--- config.mk ---
export PLATFORM = sky130hd
export DESIGN_NAME = ula_arbiter
export DESIGN_NICKNAME = d
export VERILOG_FILES = /design/src/rtl/ula_pkg.sv /design/src/rtl/ula_core.sv /design/src/rtl/ula_arbiter.sv
export SDC_FILE = /design/constraint.sdc
export NUM_CORES = 1
export LEC_CHECK = 0
export BUFFER_PORTS_ARGS = -buffer_cell sky130_fd_sc_hd__buf_2
export CAP_MARGIN = 0
export CORE_MARGIN = 3
export CORE_UTILIZATION = 25
export DETAILED_ROUTE_END_ITERATION = 16
export SETUP_SLACK_MARGIN = 0.05
export SYNTH_ARGS = -nofsm -noshare
export SYNTH_HDL_FRONTEND = slang
export SYNTH_SLANG_ARGS = --single-unit
--- constraint.sdc ---
create_clock -name clk -period 4.81 [get_ports clk]
set_input_delay 1.443 -clock clk [delete_from_list [all_inputs] [get_ports clk]]
set_output_delay 1.443 -clock clk [all_outputs]
set_load 0.03 [all_outputs]
--- src/rtl/ula_pkg.sv ---
// rtl/ula_pkg.sv - opcode and FSM state encodings shared by the shared-ALU arbiter
package ula_pkg;

    localparam logic [1:0] OP_ADD  = 2'b00;
    localparam logic [1:0] OP_SUB  = 2'b01;
    localparam logic [1:0] OP_SHL  = 2'b10;
    localparam logic [1:0] OP_NAND = 2'b11;

    localparam logic [1:0] ST_IDLE = 2'd0;
    localparam logic [1:0] ST_EXEC = 2'd1;
    localparam logic [1:0] ST_RESP = 2'd2;

endpackage

--- src/rtl/ula_core.sv ---
// rtl/ula_core.sv - combinational ALU: add, sub, shift-left, nand with carry/borrow
module ula_core #(
    parameter int W = 8
) (
    input  logic [1:0]   op,
    input  logic [W-1:0] a,
    input  logic [W-1:0] b,
    output logic [W-1:0] r,
    output logic         carry
);
    import ula_pkg::*;

    // W+1-bit result: the top bit is carry, borrow, or the last bit shifted out.
    // Shifting the zero-extended operand gives carry=a[0] at b==W and zero beyond.
    logic [W:0] ext;

    always_comb begin
        ext = '0;
        case (op)
            OP_ADD:  ext = {1'b0, a} + {1'b0, b};
            OP_SUB:  ext = {1'b0, a} - {1'b0, b};
            OP_SHL:  ext = {1'b0, a} << b;
            default: ext = {1'b0, ~(a & b)};
        endcase
        r     = ext[W-1:0];
        carry = ext[W];
    end

endmodule

--- src/rtl/ula_arbiter.sv ---
// rtl/ula_arbiter.sv - round-robin arbiter sharing one ALU among NREQ requesters
module ula_arbiter #(
    parameter int NREQ = 4,
    parameter int W    = 8,
    parameter int IDW  = 2
) (
    input  logic              clk,
    input  logic              rst,
    input  logic [NREQ-1:0]   req_valid,
    input  logic [2*NREQ-1:0] req_op,
    input  logic [W*NREQ-1:0] req_a,
    input  logic [W*NREQ-1:0] req_b,
    output logic [NREQ-1:0]   req_ready,
    output logic              rsp_valid,
    input  logic              rsp_ready,
    output logic [IDW-1:0]    rsp_id,
    output logic [W-1:0]      rsp_r,
    output logic              rsp_carry,
    output logic              rsp_zero,
    output logic              busy
);
    import ula_pkg::*;

    logic [1:0]      state;
    logic [IDW-1:0]  ptr;
    logic [IDW-1:0]  lat_id;
    logic [1:0]      lat_op;
    logic [W-1:0]    lat_a;
    logic [W-1:0]    lat_b;
    logic [NREQ-1:0] grant;
    logic [IDW-1:0]  grant_id;
    logic            accept;
    logic [W-1:0]    alu_r;
    logic            alu_carry;

    // Scan from start downwards in priority so the closest requester at or after start wins.
    function automatic logic [NREQ-1:0] rr_pick(input logic [NREQ-1:0] valid,
                                                input logic [IDW-1:0]  start);
        logic [NREQ-1:0] pick;
        int idx;
        pick = '0;
        for (int i = NREQ - 1; i >= 0; i--) begin
            idx = (int'(start) + i) % NREQ;
            if (valid[idx]) begin
                pick      = '0;
                pick[idx] = 1'b1;
            end
        end
        return pick;
    endfunction

    always_comb begin
        grant    = rr_pick(req_valid, ptr);
        grant_id = '0;
        for (int i = 0; i < NREQ; i++) begin
            if (grant[i]) grant_id = IDW'(i);
        end
    end

    assign accept    = (state == ST_IDLE) && (|req_valid);
    assign req_ready = (state == ST_IDLE) ? grant : '0;
    assign rsp_valid = (state == ST_RESP);
    assign busy      = (state != ST_IDLE);

    ula_core #(.W(W)) u_core (
        .op    (lat_op),
        .a     (lat_a),
        .b     (lat_b),
        .r     (alu_r),
        .carry (alu_carry)
    );

    always_ff @(posedge clk or posedge rst) begin
        if (rst) begin
            state     <= ST_IDLE;
            ptr       <= '0;
            lat_id    <= '0;
            lat_op    <= '0;
            lat_a     <= '0;
            lat_b     <= '0;
            rsp_id    <= '0;
            rsp_r     <= '0;
            rsp_carry <= 1'b0;
            rsp_zero  <= 1'b0;
        end else begin
            case (state)
                ST_IDLE: begin
                    if (accept) begin
                        lat_id <= grant_id;
                        lat_op <= req_op[2*int'(grant_id) +: 2];
                        lat_a  <= req_a[W*int'(grant_id) +: W];
                        lat_b  <= req_b[W*int'(grant_id) +: W];
                        ptr    <= (grant_id == IDW'(NREQ - 1)) ? '0 : grant_id + IDW'(1);
                        state  <= ST_EXEC;
                    end
                end
                ST_EXEC: begin
                    rsp_id    <= lat_id;
                    rsp_r     <= alu_r;
                    rsp_carry <= alu_carry;
                    rsp_zero  <= (alu_r == '0);
                    state     <= ST_RESP;
                end
                ST_RESP: begin
                    if (rsp_ready) state <= ST_IDLE;
                end
                default: state <= ST_IDLE;
            endcase
        end
    end

endmodule

After elaboration in Yosys (flattened, before gate mapping)
Cells that the tools add are included.
Storage, ports and cells
  word-level logic and storage cells: 87
  memory bits (writable): 0
  bits in registers: 36
  output and inout port bits: 18
  bits of input ports: 79
  bits in latches: 0
  ROM bits: 0
  memories kept: 0
Cells by class
  add/sub/neg operators: 6
  div/mod/pow operators: 0
  order comparisons: 8
  reduce and logical (&&, ||, !) cells: 15
  bitwise gates (word level): 5
  $mul: 0
  eq/ne operators: 7
  shift-type cells: 4
  mux-type cells: 32
Operators by type and width (number)
  32-bit by 6-bit indexed part select with 8-bit output: 2
  9-bit one-hot mux with 3 select lines: 1
  4-bit two-way mux: 5
  3-bit by 4-bit less-than comparator with 1-bit output (second input constant): 3
  1-bit two-way mux: 12
  2-bit two-way mux: 5
  8-bit by 8-bit adder with 9-bit output: 1
  3-bit by 1-bit >= comparator with 1-bit output (second input constant): 3
  8-bit by 8-bit left shift with 9-bit output: 1
  8-bit by 8-bit subtractor with 9-bit output: 1
  8-bit AND: 1
  1-bit binary-select mux with 2-bit select: 4
  1-bit demux with 2-bit select: 4
  8-bit logical NOT: 1
  8-bit NOT: 1
  8-bit by 4-bit indexed part select with 2-bit output: 1
  2-bit == test (second input constant): 3
  2-bit one-hot mux with 3 select lines: 1
  2-bit OR reduction: 3
  1-bit logical AND: 5
  2-bit by 1-bit adder with 2-bit output (second input constant): 2
  2-bit adder (second input constant): 2
  2-bit by 1-bit == test with 1-bit output (second input constant): 2
  2-bit logical NOT: 2
  other kinds (8): 11

Logic depth before layout (Yosys ltp)
Gate-level depths: netlist of run 1.
  depth after elaboration: 16
  gate-level depth with buffers: 14
  gate-level depth less buffers: 13

Modules after synthesis
From an unflattened synthesis of run 1, not the netlist that was laid out.
Second synthesis, totals
  cell total of the unflattened synthesis: 412
  area total of the unflattened synthesis: 3454.6 um2
By module, submodules not included
  ula_arbiter: seq. area each 900.9 um2, cells each 274, times used 1, area each 2481.1 um2
  ula_core: seq. area each 0.0 um2, cells each 138, times used 1, area each 973.4 um2

Worst setup path after synthesis of run 1
No wires, ideal clock.
  kind: input-to-output
  from: input req_valid[1]
  to: output req_ready[1]
  stages: 6
  setup slack: -131 ps
  buffers on the path: 2
  data arrival time: 3498 ps
  data required time: 3367 ps
  cells stage by stage: mux4_2 > or3b_1 > a221o_1 > clkbuf_1 > clkbuf_1 > a21oi_1
Between the ends
  cells in the longest elaborated chain, start to end: 8
  elaborated cells on any way between the ends: 16
  those cells by class: mux: 16
RTL lines
  start: declaration: RTL line ula_arbiter.sv:9  | input logic [NREQ-1:0] req_valid,
  1-bit binary-select mux with 2-bit select: RTL line ula_arbiter.sv:44  | if (valid[idx]) begin
  1-bit two-way mux (not written as such) (2 in series): RTL line ula_arbiter.sv:44
  4-bit two-way mux (3 in series): RTL line ula_arbiter.sv:44
  4-bit two-way mux (*): RTL line ula_arbiter.sv:44
  4-bit two-way mux (*): RTL line ula_arbiter.sv:61  | assign req_ready = (state == ST_IDLE) ? grant : '0;
  end: declaration: RTL line ula_arbiter.sv:13  | output logic [NREQ-1:0] req_ready,
Every way passes the cells marked *; elsewhere a longest branch is shown, timed or not. The select of a mux whose other input is x is not followed.

Worst setup path in the final report of run 1
  from: input req_valid[1]
  to: output req_ready[3]
The elaborated chain is that of the path after synthesis.

==> results of run 1 <==
==> state kept, by name, summed over array words and instances (netlist names) <==
name and count:
lat_a 8, lat_b 8, lat_id 2, lat_op 2
ptr 2, rsp_carry 1, rsp_id 2, rsp_r 8
rsp_zero 1, state 2
==> stage by stage <==
stage	hold WS (ns)	instances	setup WS (ns)	utilization, %
6_report	0.470	644	0.135	31.4
5_1_grt	0.507	644	0.0708	31.4
4_1_cts	0.478	643	0.0700	31.3
3_5_place_dp	0.465	635	0.0765	30.2
3_3_place_gp	0.462	635	0.0811	30.2
2_1_floorplan	0.442	383	0.0947	-
==> kinds of logic after synthesis <==
logic type               after synthesis  share of synthesized area, %
flip-flops                            36                          25.9
AO/OA/AOI/OAI                        141                          32.0
AND/OR/NAND/NOR                      114                          17.5
buffers and inverters                 48                          7.82
adder cells (fa/ha/maj)               18                          6.70
XOR/XNOR                               8                          2.02
multiplexers                          18                          8.11
==> cells in the final DEF, fill, tap and decap left out, drive strengths merged, types with 4 or more instances in the layout <==
cell type  instances
a211oi             8
a21boi            21
a21oi             32
a221oi            19
a22oi              7
and3              19
buf              104
clkbuf             7
clkinv             4
dfrtp             36
ha                17
inv               17
mux2               6
mux2i              5
mux4               7
nand2             27
nand2b             4
nand3              7
nor2              23
nor3               7
nor4               6
o21ai             13
o21bai            18
xnor2              7
==> per-layer routing <==
metal  wire [µm]  track usage, %  vias to the layer above
met2        4450            21.2                      126
met4         126            3.11                        0
met5           0               0                        -
met3         699            2.59                       11
li1            -               -                     1614
met1        4940            19.9                     1552
==> final cells by class <==
cell class	instances	area [µm²]	area share (%)
inverters	20	75.1	1.78
clock buffers	6	129	3.06
flip-flops and latches	36	901	21.4
multi-input cells	299	2320	55.0
clock inverters	2	16.3	0.387
well taps	176	220	5.23
repair buffers	105	551	13.1
==> power groups by stage <==
stage	clock network (mW)	registers (mW)	logic (mW)
final	0.331	0.707	2.86
after global routing	0.355	0.745	3.19
after CTS	0.338	0.708	2.87
after detailed placement	0	0.712	2.86
after global placement	0	0.712	2.80
after floorplan	0	0.681	2.30
==> timing repair <==
| action | in CTS | in global routing |
|---|---|---|
| setup buffers | 0 | 1 |
| endpoints found under the hold margin | 0 | 0 |
| gates resized for setup | 0 | 1 |
| setup endpoints to repair | 0 | 1 |
==> critical path: stages <==
cell and delay (ns):
buf_2 0.12, mux4_2 0.50, or3b_2 0.47, a221o_1 0.34, a21oi_2 0.15, clkbuf_4 0.20
==> final timing paths <==
| path | slack (ns) | depth (start not counted) | end | startpoint |
|---|---|---|---|---|
| max reg2reg | 1.14 | 10 | rsp_zero$_DFFE_PP0N_ | lat_b[1]$_DFFE_PP0P_ |
| min reg2reg | 0.47 | 2 | rsp_r[3]$_DFFE_PP0N_ | rsp_r[3]$_DFFE_PP0N_ |
| min | 0.47 | 2 | rsp_r[3]$_DFFE_PP0N_ | rsp_r[3]$_DFFE_PP0N_ |
| max | 0.13 | 6 | req_ready[3] | req_valid[1] |
| max in group asynchronous | 3.20 | 3 | state[1]$_DFFE_PP0P_ | rst |
| min in group asynchronous | 1.26 | 3 | rsp_r[1]$_DFFE_PP0N_ | rst |
==> results.yml, run 1 <==
run_status:
  status: "finished clean"
route:
  drtIter0Drc: 221
  vias_per_cell: 5.13
  drc: 0
  drt_first_pass_iters: 4
  wirelength_um: 10200
  vias: 3303
  drtAntennaViolNets: 0
  wire_per_inst_um: 15.9
timing:
  skew_ns: 0.00750
  rsz0062_at_grt: "no"
  fin_crit_sh_pct: 97.2
  hold_viol_final: 0
  slew_violations: 0
  slew_headroom_pct: 43.1
  tns_ns: 0
  finalSetupViolations: 0
  worstMarginPinSlew_ns: 0.853
  fmax_mhz: 214
  min_period_ns: 4.68
logic_synthesis:
  synth_most_common_cell: "dfrtp_1"
  synthArstFlopShare_pct: 100
  synth_seq_cells: 36
  synth-main-ff-cell: "dfrtp_1"
  yosysTopAreaCell: "dfrtp_1"
  syn_nets: 480
  synth_edf_count: 0
  ys_types: 69
  syn_inst: 383
  netlist_area_um2: 3470
  synthTopCellsByCount: "dfrtp_1 (36), nand2_1 (26), nor2_1 (23)"
  ys_warn_count: 0
  synth_top_area_share_pct: 25.9
  synth_seq_area_share_pct: 25.9
  syn_avg_cell_area_um2: 9.07
  synthTopCellsByArea: "dfrtp_1 (26%), ha_1 (6.1%), a21boi_0 (4.5%)"
grt:
  grt_pass1_wl_um: 16800
  antenna_found_initial: 0
  grt_usage_pct: 13.7
  grt_pass1_vias: 3260
  grt_remaining_overflow: 0
  grt_max_degree: 38
run:
  cap_violations: 0
cells_and_area:
  fill_cells: 1455
  final_area_um2: 4210
  diodes: 0
  syn_to_final_growth_pct: 21.1
  drive_gt1_share_pct: 34.6
  final_net_count: 564
clock_tree:
  tritoncts: "built"
  cts-root-buf: "clkbuf_16"
  cts_hold_buf: 0
  clock_latency_ns: 0.28
  clock_sinks: 36
  htreeDepth: 2
  clk_path_buf_depth: 2
  clk_pin_slew_ns: 0.06
  cts_buffers: 5
power_and_ir_drop:
  p_sw_mw: 2.02
  leakage_nw: 1.88
  p_int_mw: 1.88
  swShare_pct: 51.8
  pwr-share-clk_pct: 8.5
  finalPower_mw: 3.90
  seqPwrFrac_pct: 18.1
  power_per_cell_area_nw_per_um2: 928
  power_frac_comb_pct: 73.4
  vdd_drop_max_mv: 0.427
worst_setup_path:
  cp.required_ns: 3.37
  cp-end-kind: "primary output"
  cp_max_fo: 5
  worstSetupStartpointType: "primary input"
  cp.arrival_ns: 3.23
  crit_type: "in -> out"
place:
  port_buffers: 96
  dpl_cell_area_um2: 4050
  hpwl_um: 7990
  gp_congestion: 0.912
floorplanning:
  fp.dieH_um: 124
  coreArea_um2: 13400
  rows: 42
  ioPinCount: 97
  initial_utilization_pct: 25.9
  die_area_um2: 15300
  die-width_um: 124
hold_path:
  min_path_type: "reg -> reg"
Note: power is estimated with default switching activity, not from simulation.
==> inputs of run 2 (changes only) <==
- ABC_AREA: not set -> 1
==> run 2 against run 1 <==
Area after synthesis grew 7.0%. Sequential cell count stayed put. Maximum frequency grew 11%. Die area up 6.7%. Clock skew shrank 0.0053 ns. First-iteration DRC count up 4.5%. Count of clock-buffer cells in the layout grew 2. Register-to-register slack improved by 0.45 ns. Global-route usage is 0.23 points lower. Design area increased by 6.4%. Worst hold slack improved by 0.0049 ns. Utilization increased by 0.11 points.
==> results.yml, run 2 <==
run_status:
  status: "finished clean"
worst_setup_path:
  r2r-start: "lat_b[0]$_DFFE_PP0P_"
  cp_max_fo: 10
  cp-end-kind: "primary output"
  cp.arrival_ns: 2.75
  crit_type: "in -> out"
  cp.required_ns: 3.37
  worstSetupStartpointType: "primary input"
  rr_worst_depth: 16
  rrSetupSlack_ns: 1.59
  r2r-end: "rsp_zero$_DFFE_PP0N_"
  startpoint: "req_valid[0]"
hold_path:
  min_from: "rsp_id[0]$_DFFE_PP0N_"
  min_to: "rsp_id[0]$_DFFE_PP0N_"
  min_path_cells: 2
  min_path_type: "reg -> reg"
cells_and_area:
  final_net_count: 809
  multi_input_area_um2: 2290
  fill_cells: 1620
  regArea_um2: 901
  reg_top3: "lat_a: 8 flops, lat_b: 8 flops, rsp_r: 8 flops"
  final_common_cell: "nand2_1"
  drive_gt1_share_pct: 19.1
  syn_to_final_growth_pct: 20.4
  final_cell_mix: "nand2_1 (216), inv_1 (101), buf_2 (96)"
  diodes: 0
timing:
  slew_headroom_pct: 62.8
  finalSetupViolations: 0
  fmax_mhz: 238
  hold_viol_final: 0
  worstMarginPinSlew_ns: 0.556
  skew_ns: 0.00220
  tns_ns: 0
  slew_violations: 0
  fin_crit_sh_pct: 87.2
  min_period_ns: 4.19
  rsz0062_at_grt: "no"
logic_synthesis:
  synth_most_common_cell: "nand2_1"
  synthTopCellsByArea: "dfrtp_1 (24%), nand2_1 (22%), inv_1 (10%)"
  synth_edf_count: 0
  synthTopCellsByCount: "nand2_1 (216), inv_1 (101), nor2_1 (67)"
  syn_avg_cell_area_um2: 5.93
  syn_inst: 627
  netlist_area_um2: 3720
  yosysTopAreaCell: "dfrtp_1"
  synth_seq_cells: 36
  synth-main-ff-cell: "dfrtp_1"
  synthArstFlopShare_pct: 100
  synth_seq_area_share_pct: 24.2
  ys_warn_count: 0
  syn_nets: 724
  synth_top_area_share_pct: 24.2
  ys_types: 39
clock_tree:
  cts-root-buf: "clkbuf_16"
  postCtsSetupRepairBufs: 0
  clock_latency_ns: 0.27
  clk_path_buf_depth: 2
  cts_hold_buf: 0
  ctsResizeCount: 0
  htreeDepth: 2
  clock_sinks: 36
  tritoncts: "built"
  clk_pin_slew_ns: 0.05
  cts_buffers: 5
route:
  drtIter0Drc: 231
  wl_met3_um: 601
  vias: 4014
  wirelength_um: 10900
  drt_first_pass_iters: 5
  route.top_layer_used: "met4"
  vias_per_cell: 4.49
  drtAntennaViolNets: 0
  met2_length_um: 4830
  wire_per_inst_um: 12.2
  drc: 0
  drt-met1-wl_um: 5380
grt:
  grt_pass1_vias: 3879
  grt_max_degree: 49
  antenna_found_initial: 0
  grt_remaining_overflow: 0
  grt_usage_pct: 13.5
  grt_pass1_wl_um: 18500
floorplanning:
  die-width_um: 128
  die_area_um2: 16400
  coreArea_um2: 14200
  fp.dieH_um: 128
  initial_utilization_pct: 26.2
  rows: 43
  ioPinCount: 97
place:
  port_buffers: 96
  gp_congestion: 0.904
  hpwl_um: 8820
run:
  cap_violations: 0
-- run 2: through the flow --
step	hold WS (ns)	setup WS [ns]	utilization (%)	std cells	instance area (µm²)
detailed placement	0.465	0.622	30.5	885	4330
global placement	0.461	0.583	30.5	885	4330
finish	0.475	0.616	31.5	893	4480
global route	0.508	0.415	31.5	893	4480
CTS	0.480	0.610	31.5	893	4480
floorplan	0.471	0.675	-	627	3720
-- run 2: how the worst max path moves through the flow --
stage	to
after CTS	req_ready[1]
after detailed placement	req_ready[1]
after global placement	req_ready[1]
after global routing	req_ready[1]
final	req_ready[1]
after floorplan	req_ready[3]
-- run 2: worst max-delay path, stage by stage --
cell	delay [ns]
buf_2	0.10
nand2_1	0.08
nand3_1	0.18
nand3_1	0.10
nand2_1	0.08
nand3_2	0.08
a21oi_4	0.34
inv_1	0.07
nor2_1	0.08
buf_2	0.20
-- run 2: kinds of logic (layout without fill, tap and decap cells) --
group,Yosys count,in the layout,synth area share [%]
xor gates and xnor gates,6,6,1.41
buffers and inverters,127,213,14.1
DFF,36,36,24.2
and+or+nand+nor,357,357,40.9
adders and majority gates,18,18,6.26
AOI/OAI and AO/OA,83,83,13.1
-- run 2: final cells by class --
cell class	count	area share (%)
Multi-Input combinational cell	464	51.3
Sequential cell	36	20.1
Timing Repair Buffer	101	11.6
Inverter	104	8.72
Tap cell	180	5.03
Clock buffer	8	3.27
-- run 2: metal layers --
metal,vias up,track usage (%)
met4,0,2.43
met5,-,0
li1,2120,-
met3,6,1.67
met2,120,21.7
met1,1768,19.6
Power of run 2 is not shown: default switching activity piles up to over one toggle a cycle in this logic, so the estimate is an artifact.
